## src/rtl/load_store_unit.sv

```systemverilog
// Load/store unit: turns one byte/half/word access request into a single
// handshaked memory transaction, formats load data and flags illegal or
// timed-out accesses.
//
// Ports:
//   clk, rst         - clock, synchronous active-high reset
//   start            - request an access (accepted only while idle)
//   is_store, funct3 - access kind and size (B, H, W, BU, HU)
//   addr, wdata      - byte address and store data
//   busy, done, err  - status; done pulses one cycle, err valid with done
//   rdata            - formatted load result
//   mem_*            - memory request channel (req/we/addr/be/wdata, ack/rdata)
module load_store_unit #(
    parameter int unsigned ACK_TIMEOUT = 16
) (
    input  logic        clk,
    input  logic        rst,
    input  logic        start,
    input  logic        is_store,
    input  logic [2:0]  funct3,
    input  logic [31:0] addr,
    input  logic [31:0] wdata,
    output logic        busy,
    output logic        done,
    output logic        err,
    output logic [31:0] rdata,
    output logic        mem_req,
    output logic        mem_we,
    output logic [31:0] mem_addr,
    output logic [3:0]  mem_be,
    output logic [31:0] mem_wdata,
    input  logic        mem_ack,
    input  logic [31:0] mem_rdata
);

    localparam int unsigned CntW = $clog2(ACK_TIMEOUT + 1);
    localparam logic [CntW-1:0] CntLast = CntW'(ACK_TIMEOUT - 1);

    typedef enum logic [1:0] {
        StIdle,
        StReq,
        StDone
    } state_e;

    state_e          state_q, state_d;
    logic [CntW-1:0] cnt_q, cnt_d;
    logic            err_q, err_d;
    logic [31:0]     rdata_q, rdata_d;

    logic            is_store_q;
    logic [2:0]      funct3_q;
    logic [31:0]     addr_q;
    logic [31:0]     wdata_q;

    logic            capture;
    logic            access_legal;
    logic [31:0]     lane_data;
    logic [31:0]     load_fmt;
    logic [3:0]      be_raw;
    logic [31:0]     wdata_rep;

    // Legality is judged on the live request so an illegal access can go
    // straight to DONE without ever touching memory.
    always_comb begin
        access_legal = 1'b0;
        case (funct3)
            3'b000:  access_legal = 1'b1;
            3'b001:  access_legal = ~addr[0];
            3'b010:  access_legal = (addr[1:0] == 2'b00);
            3'b100:  access_legal = ~is_store;
            3'b101:  access_legal = ~is_store & ~addr[0];
            default: access_legal = 1'b0;
        endcase
    end

    // Move the addressed lane down to bit 0, then extend per access type.
    assign lane_data = mem_rdata >> {addr_q[1:0], 3'b000};

    always_comb begin
        load_fmt = mem_rdata;
        case (funct3_q)
            3'b000:  load_fmt = {{24{lane_data[7]}}, lane_data[7:0]};
            3'b001:  load_fmt = {{16{lane_data[15]}}, lane_data[15:0]};
            3'b100:  load_fmt = {24'h000000, lane_data[7:0]};
            3'b101:  load_fmt = {16'h0000, lane_data[15:0]};
            default: load_fmt = mem_rdata;
        endcase
    end

    always_comb begin
        be_raw    = 4'b1111;
        wdata_rep = wdata_q;
        case (funct3_q[1:0])
            2'b00: begin
                be_raw    = 4'b0001 << addr_q[1:0];
                wdata_rep = {4{wdata_q[7:0]}};
            end
            2'b01: begin
                be_raw    = 4'b0011 << addr_q[1:0];
                wdata_rep = {2{wdata_q[15:0]}};
            end
            default: begin
                be_raw    = 4'b1111;
                wdata_rep = wdata_q;
            end
        endcase
    end

    always_comb begin
        state_d = state_q;
        cnt_d   = cnt_q;
        err_d   = err_q;
        rdata_d = rdata_q;
        capture = 1'b0;
        case (state_q)
            StIdle: begin
                if (start) begin
                    capture = 1'b1;
                    cnt_d   = '0;
                    if (access_legal) begin
                        state_d = StReq;
                        err_d   = 1'b0;
                    end else begin
                        state_d = StDone;
                        err_d   = 1'b1;
                    end
                end
            end
            StReq: begin
                // An ack on the final allowed cycle still wins over the timeout.
                if (mem_ack) begin
                    state_d = StDone;
                    err_d   = 1'b0;
                    if (!is_store_q) begin
                        rdata_d = load_fmt;
                    end
                end else if (cnt_q == CntLast) begin
                    state_d = StDone;
                    err_d   = 1'b1;
                    rdata_d = '0;
                end else begin
                    cnt_d = cnt_q + 1'b1;
                end
            end
            StDone: begin
                state_d = StIdle;
                cnt_d   = '0;
            end
            default: begin
                state_d = StIdle;
                cnt_d   = '0;
            end
        endcase
    end

    always_ff @(posedge clk) begin
        if (rst) begin
            state_q    <= StIdle;
            cnt_q      <= '0;
            err_q      <= 1'b0;
            rdata_q    <= '0;
            is_store_q <= 1'b0;
            funct3_q   <= '0;
            addr_q     <= '0;
            wdata_q    <= '0;
        end else begin
            state_q <= state_d;
            cnt_q   <= cnt_d;
            err_q   <= err_d;
            rdata_q <= rdata_d;
            if (capture) begin
                is_store_q <= is_store;
                funct3_q   <= funct3;
                addr_q     <= addr;
                wdata_q    <= wdata;
            end
        end
    end

    assign busy      = (state_q != StIdle);
    assign done      = (state_q == StDone);
    assign err       = done & err_q;
    assign rdata     = rdata_q;
    assign mem_req   = (state_q == StReq);
    assign mem_we    = mem_req & is_store_q;
    assign mem_addr  = {addr_q[31:2], 2'b00};
    assign mem_be    = mem_req ? be_raw : 4'b0000;
    assign mem_wdata = wdata_rep;

endmodule

```

## config.mk

```make
export PLATFORM = sky130hd
export DESIGN_NAME = load_store_unit
export DESIGN_NICKNAME = d
export VERILOG_FILES = /design/src/rtl/load_store_unit.sv
export SDC_FILE = /design/constraint.sdc
export NUM_CORES = 1
export LEC_CHECK = 0
export ABC_AREA = 0
export BUFFER_PORTS_ARGS = -buffer_cell sky130_fd_sc_hd__buf_2
export CAP_MARGIN = 15
export CORE_MARGIN = 5
export CORE_UTILIZATION = 50
export CTS_BUF_LIST = sky130_fd_sc_hd__clkbuf_8
export DETAILED_ROUTE_END_ITERATION = 10
export PLACE_DENSITY_LB_ADDON = 0.2
export SYNTH_ARGS = -nofsm -noshare
export SYNTH_HDL_FRONTEND = slang
export SYNTH_SLANG_ARGS = --single-unit
export TNS_END_PERCENT = 20
```

## constraint.sdc

```tcl
create_clock -name clk -period 4.9 [get_ports clk]
set_input_delay 0.245 -clock clk [delete_from_list [all_inputs] [get_ports clk]]
set_output_delay 0.245 -clock clk [all_outputs]
set_load 0.05 [all_outputs]
```

# Word level (Yosys, flattened, before mapping)
# Cells that the tools add are included.
# W data, S select, Z words.
[classes] addsub=1 eq_ne=16 shift=3 muxes=24 bitwise_logic=5 reduce_logical=12
[ops] cell="$pmux W32 S4" n=1
[ops] cell="$mux W32" n=3
[ops] cell="$pmux W32 S2" n=1
[ops] cell="$shr A32 B5 Y16" n=1
[ops] cell="$mux W5" n=3
[ops] cell="$eq A3 B3 Y1 const B" n=4
[ops] cell="$pmux W5 S2" n=1
[ops] cell="$reduce_and A3 Y1" n=3
[ops] cell="$mux W2" n=4
[ops] cell="$ne A2 B2 Y1 const B" n=4
[ops] cell="$pmux W4 S2" n=1
[ops] cell="$eq A3 B1 Y1 const B" n=2
[ops] cell="$logic_not A2 Y1" n=3
[ops] cell="$logic_not A3 Y1" n=2
[ops] cell="$mux W1" n=6
[ops] cell="$reduce_bool A2 Y1" n=3
[ops] cell="$add A5 B1 Y5 const B" n=1
[ops] cell="$eq A5 B4 Y1 const B" n=1
[ops] cell="$pmux W1 S5" n=1
[ops] cell="$eq A2 B1 Y1 const B" n=2
[ops] cell="$mux W4" n=1
[ops] cell="$pmux W2 S2" n=1
[ops] cell="$shl A1 B2 Y4 const A" n=1
[ops] cell="$shl A2 B2 Y4 const A" n=1
[ops] cell="7 further kinds" n=10
[word_totals] reg_bits=108 input_bits=104 out_inout_bits=105 elab_cells=69

# Longest topological paths before layout
# Gate-level depths: netlist of run 1.
[depth] ltp_word=6 ltp_mapped=8 mapped_depth_nobuf=7

# Worst setup path before layout of run 1
# No wires, ideal clock.
[synth_path] path_type="register -> output" from="register funct3_q[0]" to="output mem_wdata[30]" t_arrival_ns=2.064 required_ns=4.655 setup_slack_ns=2.591 stages_incl_launch_ff=5 path_buffers=2 path_cell_list="dfxtp_1 > buf_2 > clkbuf_1 > mux2i_1 > o21ai_0"
[synth_between] elab_chain_len=2 elab_cells_between_ends=3 classes_between="eq/ne (1); mux (1); reduce/logical (1)"
[synth_rtl] item="start, declared" line_no="51" source="logic [2:0] funct3_q;"
[synth_rtl] item="start signal, assigned" line_no="173" source="funct3_q <= funct3;"
[synth_rtl] item="$eq A2 B1 Y1 / $logic_not A2 Y1 (equally long branches)" line_no="93" source="case (funct3_q[1:0])"
[synth_rtl] item="$pmux W32 S2 (*)" line_no="93"
[synth_rtl] item="end, declared" line_no="31" source="output logic [31:0] mem_wdata,"
# Mark *: on every way between the ends. The rest lies on a longest branch, timed or not.

# Final worst setup path of run 1
[layout_path] from="register addr_q[0]" to="register rdata_q[19] (netlist: rdata[19])"
[layout_between] elab_chain_len=4
[layout_rtl] item="start, declared" line_no="52" source="logic [31:0] addr_q;"
[layout_rtl] item="start signal, assigned" line_no="174" source="addr_q <= addr;"
[layout_rtl] item="$shr A32 B5 Y16" line_no="77" source="assign lane_data = mem_rdata >> {addr_q[1:0], 3'b000};"
[layout_rtl] item="$pmux W32 S4" line_no="81" source="case (funct3_q)"
[layout_rtl] item="$mux W32" line_no="134" source="if (!is_store_q) begin"
[layout_rtl] item="$mux W32" line_no="131" source="if (mem_ack) begin"
[layout_rtl] item="end signal, assigned" line_no="170" source="rdata_q <= rdata_d;"
[layout_rtl] item="end, declared" line_no="48" source="logic [31:0] rdata_q, rdata_d;"
# No other way between the ends. The select of a mux whose other input is x is not followed.
# A chain may end at the register's enable or synchronous reset.

==> out/metrics.cfg, run 1 <==
[yosys]
synth_cell_type_count = 43
netlist_top_cells_area = dfxtp_1 (41%), nand2_1 (11%), a21oi_1 (8.1%), buf_4 (6.0%), mux2i_1 (3.4%)
avgSynthCellArea_um2 = 8.201
synth_seq_cells = 108
syn_area_mm2 = 0.005233
ys_seq_area_frac = 0.4132
ys_warn_count = 0
netlist.area_leader.share = 0.4132
yosysTopAreaCell = dfxtp_1
synth_cells = 638

[timing]
tightest_slew_ns = 1.267
max_slew_margin = 0.1553
period_share = 0.6024
finalWorstSetupSlack_ns = 1.948
clock.fmax_mhz = 338.8
finalCriticalPeriod_ns = 2.952
skew_ns = 0.01066
setup_viol = 0
rsz0062_at_grt = false
hold_violations = 0
tns_ns = 0
maxSlewViolCount = 0

[grt]
grt_overflow = 0
grt_max_degree = 117
antenna_found_initial = 0
grt_pass1_vias = 4760
grt_first_pass_wirelength_mm = 23.12
track_usage = 0.2202

[cts]
cts_buffer_depth = 2
hold_buffers = 0
clock-sinks = 108
cts_made_buffers = 9
cts_tree = yes
htree_levels = 3
clk_pin_slew_worst_paths_ns = 0.10
clkLatencyLatePin_ns = 0.37
post_cts.repair.setup_buffers = 0
cts_resized = 0
clockRootBuffer = clkbuf_8

[finish]
final_nets = 876
antenna_cells = 0
fin_util = 0.6025
drive_above_1_share = 0.3346
syn2layout_area_growth_pct = 18.34
layout_commonest_cell = buf_2
final_cell_mix = buf_2 (205), nand2_1 (155), dfxtp_1 (108)

[routing]
drt-wirelength-per-cell_um = 15.75
avgViaCountPerCell = 5.254
remaining_drc_errors = 0
num_vias = 4781
drtAntennaViolNets = 0
dr.pass1.iters = 4
wl_mm = 14.34
drtIter0Drc = 336

[die]
ios = 209
fp.dieH_um = 112.3
start_util = 0.5091
die_w_um = 112.3
die_area_mm2 = 0.01261
core_mm2 = 0.01028
row_count = 37

[power_and_ir_drop]
power_density_mw_per_mm2 = 324.3
leakage_nw = 2.789
ir_drop_v = 0.0001803

[flow_run]
maxCapViolations = 0

[min_path]
min_path_type = input port to register

[critical_path]
critPathMaxFanout = 24
critPathSlowestCell = a222oi_1
critPathBufInv = 0
path_delay_family = compound AO/OA/AOI/OAI gates
crit_path_end_kind = register
critPathKind = register to register
arrival_ns = 3.22
worstSetupStartpointType = register
crit_chain = mux2i_1 > a222oi_1 > a31oi_4 > o41ai_1
critPathMaxStageDelay_ns = 1.12
critPathRequiredTime_ns = 5.17

[placement]
dp_hpwl_mm = 10.36
gp_congestion = 0.8503
port_buffers = 206
preCtsSetupSlack_ns = 1.976

[run_status]
status = complete, no violations

cell type report:
cell class                 count  area, µm²
fill                         998       4085
clock inverter                 5      60.06
sequential                   108       2162
inverter                       4      15.01
clock buffer                  10      137.6
multi-input combinational    435       2549
timing repair buffer         212       1099
tap                          136      170.2
through the flow:
step,std cells,power [mW],cell area (µm²),hold WS [ns]
2_1_floorplan,639,1.371,5236,0.3594
3_3_place_gp,894,1.466,5967,0.4380
3_5_place_dp,894,1.475,5967,0.4429
4_1_cts,909,2.024,6165,0.08448
5_1_grt,910,2.103,6192,0.07740
6_report,910,2.008,6192,0.1002
cells by family after synthesis:
kind of cell	share of synthesized area
simple gates	0.1882
compound gates	0.2169
flops	0.4132
buf+inv	0.1023
mux	0.06887
xor+xnor	0.005022
fa+ha+maj	0.004782
other cells	0.0007167
Yosys cell counts (all sizes together):
cell type / count
a21o: 1
o21bai: 1
o221ai: 7
o2bb2ai: 15
conb: 1
buf: 51
a222oi: 1
a211oi: 2
nor2: 32
mux2: 16
o41ai: 16
a21oi: 85
a22oi: 1
nor3: 1
nor4: 1
ha: 2
nor3b: 1
and3: 2
xor2: 3
o31ai: 2
a221oi: 1
dfxtp: 108
nand2: 155
or2: 2
clkbuf: 41
and2: 2
a31oi: 3
nand3b: 17
a32oi: 2
nand4bb: 1
nand2b: 6
a2bb2oi: 8
or3: 1
a2111oi: 1
o21ai: 20
inv: 4
nor2b: 7
mux2i: 18
worst paths after layout:
check                           slack [ns]  cells past startpoint                       end               startpoint
worst max-delay path                  1.95                      4    rdata[19]$_SDFFE_PP0P_   addr_q[0]$_SDFFE_PP0P_
worst min-delay path                  0.10                      3  wdata_q[21]$_SDFFE_PP0P_                wdata[21]
worst max register to register        1.95                      4    rdata[19]$_SDFFE_PP0P_   addr_q[0]$_SDFFE_PP0P_
worst min register to register        0.46                      2   addr_q[11]$_SDFFE_PP0P_  addr_q[11]$_SDFFE_PP0P_
registers in the layout, summed over array words and instances, names as in the netlist:
register    cells
addr_q         32
wdata_q        32
state_q         2
is_store_q      1
err_q           1
rdata          32
cnt_q           5
funct3_q        3
where the power goes:
| part | switching (mW) | internal, mW | leakage [nW] |
|---|---|---|---|
| Combinational | 0.354 | 0.143 | 1.81 |
| Clock | 0.302 | 0.250 | 0.0987 |
| Sequential | 0.0362 | 0.923 | 0.882 |
per-layer routing:
metal  GRT usage  share of wire  up-vias  wire [µm]
met4     0.05689          0.020        0        285
met2      0.3695           0.48      153       6848
li1            -              -     2416          -
met3     0.06523          0.078       23       1114
met5           0              0        -          0
met1      0.2775           0.42     2189       6088
worst register-to-register path: cells and delay by family (launching register included):
| family | cells | cell delay [ns] |
|---|---|---|
| multiplexers | 1 | 0.21 |
| AO/OA/AOI/OAI | 3 | 1.83 |
| flip-flops | 1 | 0.82 |
No activity file was read; power rests on OpenSTA's default activity.
==> run 2: changes to the inputs <==
==> constraint.sdc (replaced) <==
create_clock -name clk -period 2.9 [get_ports clk]
set_input_delay 0.145 -clock clk [delete_from_list [all_inputs] [get_ports clk]]
set_output_delay 0.145 -clock clk [all_outputs]
set_load 0.05 [all_outputs]
==> out/metrics.cfg, run 2 (same netlist as run 1, synthesis figures left out) <==
[timing]
holdWs_ns = 0.01214
tightest_slew_ns = 0.7645
rsz0062_at_grt = false
finalCriticalPeriod_ns = 2.446
hold_violations = 0
maxSlewViolCount = 0
period_share = 0.8433
skew_ns = 0.01338
max_slew_margin = 0.4896
tns_ns = 0
setup_viol = 0
finalWorstSetupSlack_ns = 0.4544
clock.fmax_mhz = 408.9

[placement]
preCtsSetupSlack_ns = 0.4723
placed_cells = 899
gp_congestion = 0.8277
dp_hpwl_mm = 10.65
place_area_mm2 = 0.006017
port_buffers = 206

[cts]
clkLatencyLatePin_ns = 0.36
htree_levels = 3
clock-sinks = 108
clockRootBuffer = clkbuf_8
post_cts.repair.setup_buffers = 0
clk_pin_slew_worst_paths_ns = 0.11
cts_made_buffers = 9
cts_buffer_depth = 2
cts_tree = yes

[grt]
grt_max_degree = 70
grt_overflow = 0
track_usage = 0.2219
grt_pass1_vias = 4829
grt_first_pass_wirelength_mm = 23.39
antenna_found_initial = 0

[power_and_ir_drop]
switchingPower_mw = 1.189
total_power_mw = 3.341
switching_share = 0.3560
pwr-share-comb = 0.258
ir_drop_v = 0.0002308
p_int_mw = 2.152
leakage_nw = 2.874
power_frac_clock = 0.255
seq_power_share = 0.487
power_density_mw_per_mm2 = 524.0

[die]
ios = 209
row_count = 37
fp.dieH_um = 112.3
core_mm2 = 0.01028
die_w_um = 112.3
start_util = 0.5091
die_area_mm2 = 0.01261

[routing]
avgViaCountPerCell = 5.293
wl_mm = 14.58
drtIter0Drc = 321
drt-wirelength-per-cell_um = 15.64
remaining_drc_errors = 0
met1_length_mm = 6.332
routed-wl-met3_um = 963
dr.pass1.iters = 5
met2_length_mm = 6.984
num_vias = 4933
drtAntennaViolNets = 0
highest_layer = met4

[critical_path]
critPathMaxStageDelay_ns = 0.83
critPathRequiredTime_ns = 3.16
arrival_ns = 2.70
reg2reg_slack_ns = 0.45
crit_path_end_kind = register
worstSetupStartpointType = register
critPathSlowestCell = dfxtp_1
crit_chain = inv_2 > a222oi_1 > buf_4 > a31oi_4 > o41ai_1
critPathMaxFanout = 28
critPathKind = register to register

[finish]
final_nets = 898
antenna_cells = 0
syn2layout_area_growth_pct = 21.86
final_cell_count_no_fill = 932
final_cell_mix = buf_2 (205), nand2_1 (155), dfxtp_1 (108)
finish.instance_area_mm2 = 0.006376
fillers = 937
layout_commonest_cell = buf_2
fin_util = 0.6204
drive_above_1_share = 0.3304

[run_status]
status = complete, no violations

[min_path]
min_path_type = input port to register

[flow_run]
maxCapViolations = 0

-- run 2: power by group through the flow --
| stage | sequential (mW) | combinational [mW] | clock [mW] |
|---|---|---|---|
| after detailed placement | 1.66 | 0.844 | 0 |
| after floorplan | 1.66 | 0.656 | 0 |
| after CTS | 1.63 | 0.864 | 0.884 |
| final | 1.63 | 0.862 | 0.853 |
| after global placement | 1.65 | 0.833 | 0 |
| after global routing | 1.64 | 0.926 | 0.945 |
-- run 2: worst paths after layout --
kind,start,end,cells after the start
hold / removal,addr[5],addr_q[5]$_SDFFE_PP0P_,3
setup reg to reg,funct3_q[1]$_SDFFE_PP0P_,rdata[18]$_SDFFE_PP0P_,5
hold reg to reg,wdata_q[21]$_SDFFE_PP0P_,wdata_q[21]$_SDFFE_PP0P_,2
setup / recovery,funct3_q[1]$_SDFFE_PP0P_,rdata[18]$_SDFFE_PP0P_,5
-- run 2: metal layers --
metal / vias to the layer above / GRT usage
met2: 172 / 0.3655
li1: 2462 / -
met1: 2271 / 0.2905
met5: - / 0
met3: 28 / 0.04690
met4: 0 / 0.07292
-- run 2: cell type report --
type                            count  area (µm²)  area share
Timing Repair Buffer              234        1301      0.2041
Clock buffer                        9       123.9     0.01943
Sequential cell                   108        2162      0.3391
Tap cell                          136       170.2     0.02669
Inverter                            4       15.01    0.002355
Clock inverter                      6       55.05    0.008634
Multi-Input combinational cell    435        2549      0.3997
-- run 2: what timing repair did --
item	4_1_cts	5_1_grt
endpoints found under the hold margin	18	0
gates resized for setup	0	0
hold buffers	18	0
-- run 2: worst max-delay path: cells and delay by family, from the launching register on --
kind,cells,cell delay (ns)
AOI/OAI and AO/OA,3,0.90
buffers and inverters,2,0.62
DFF,1,0.83
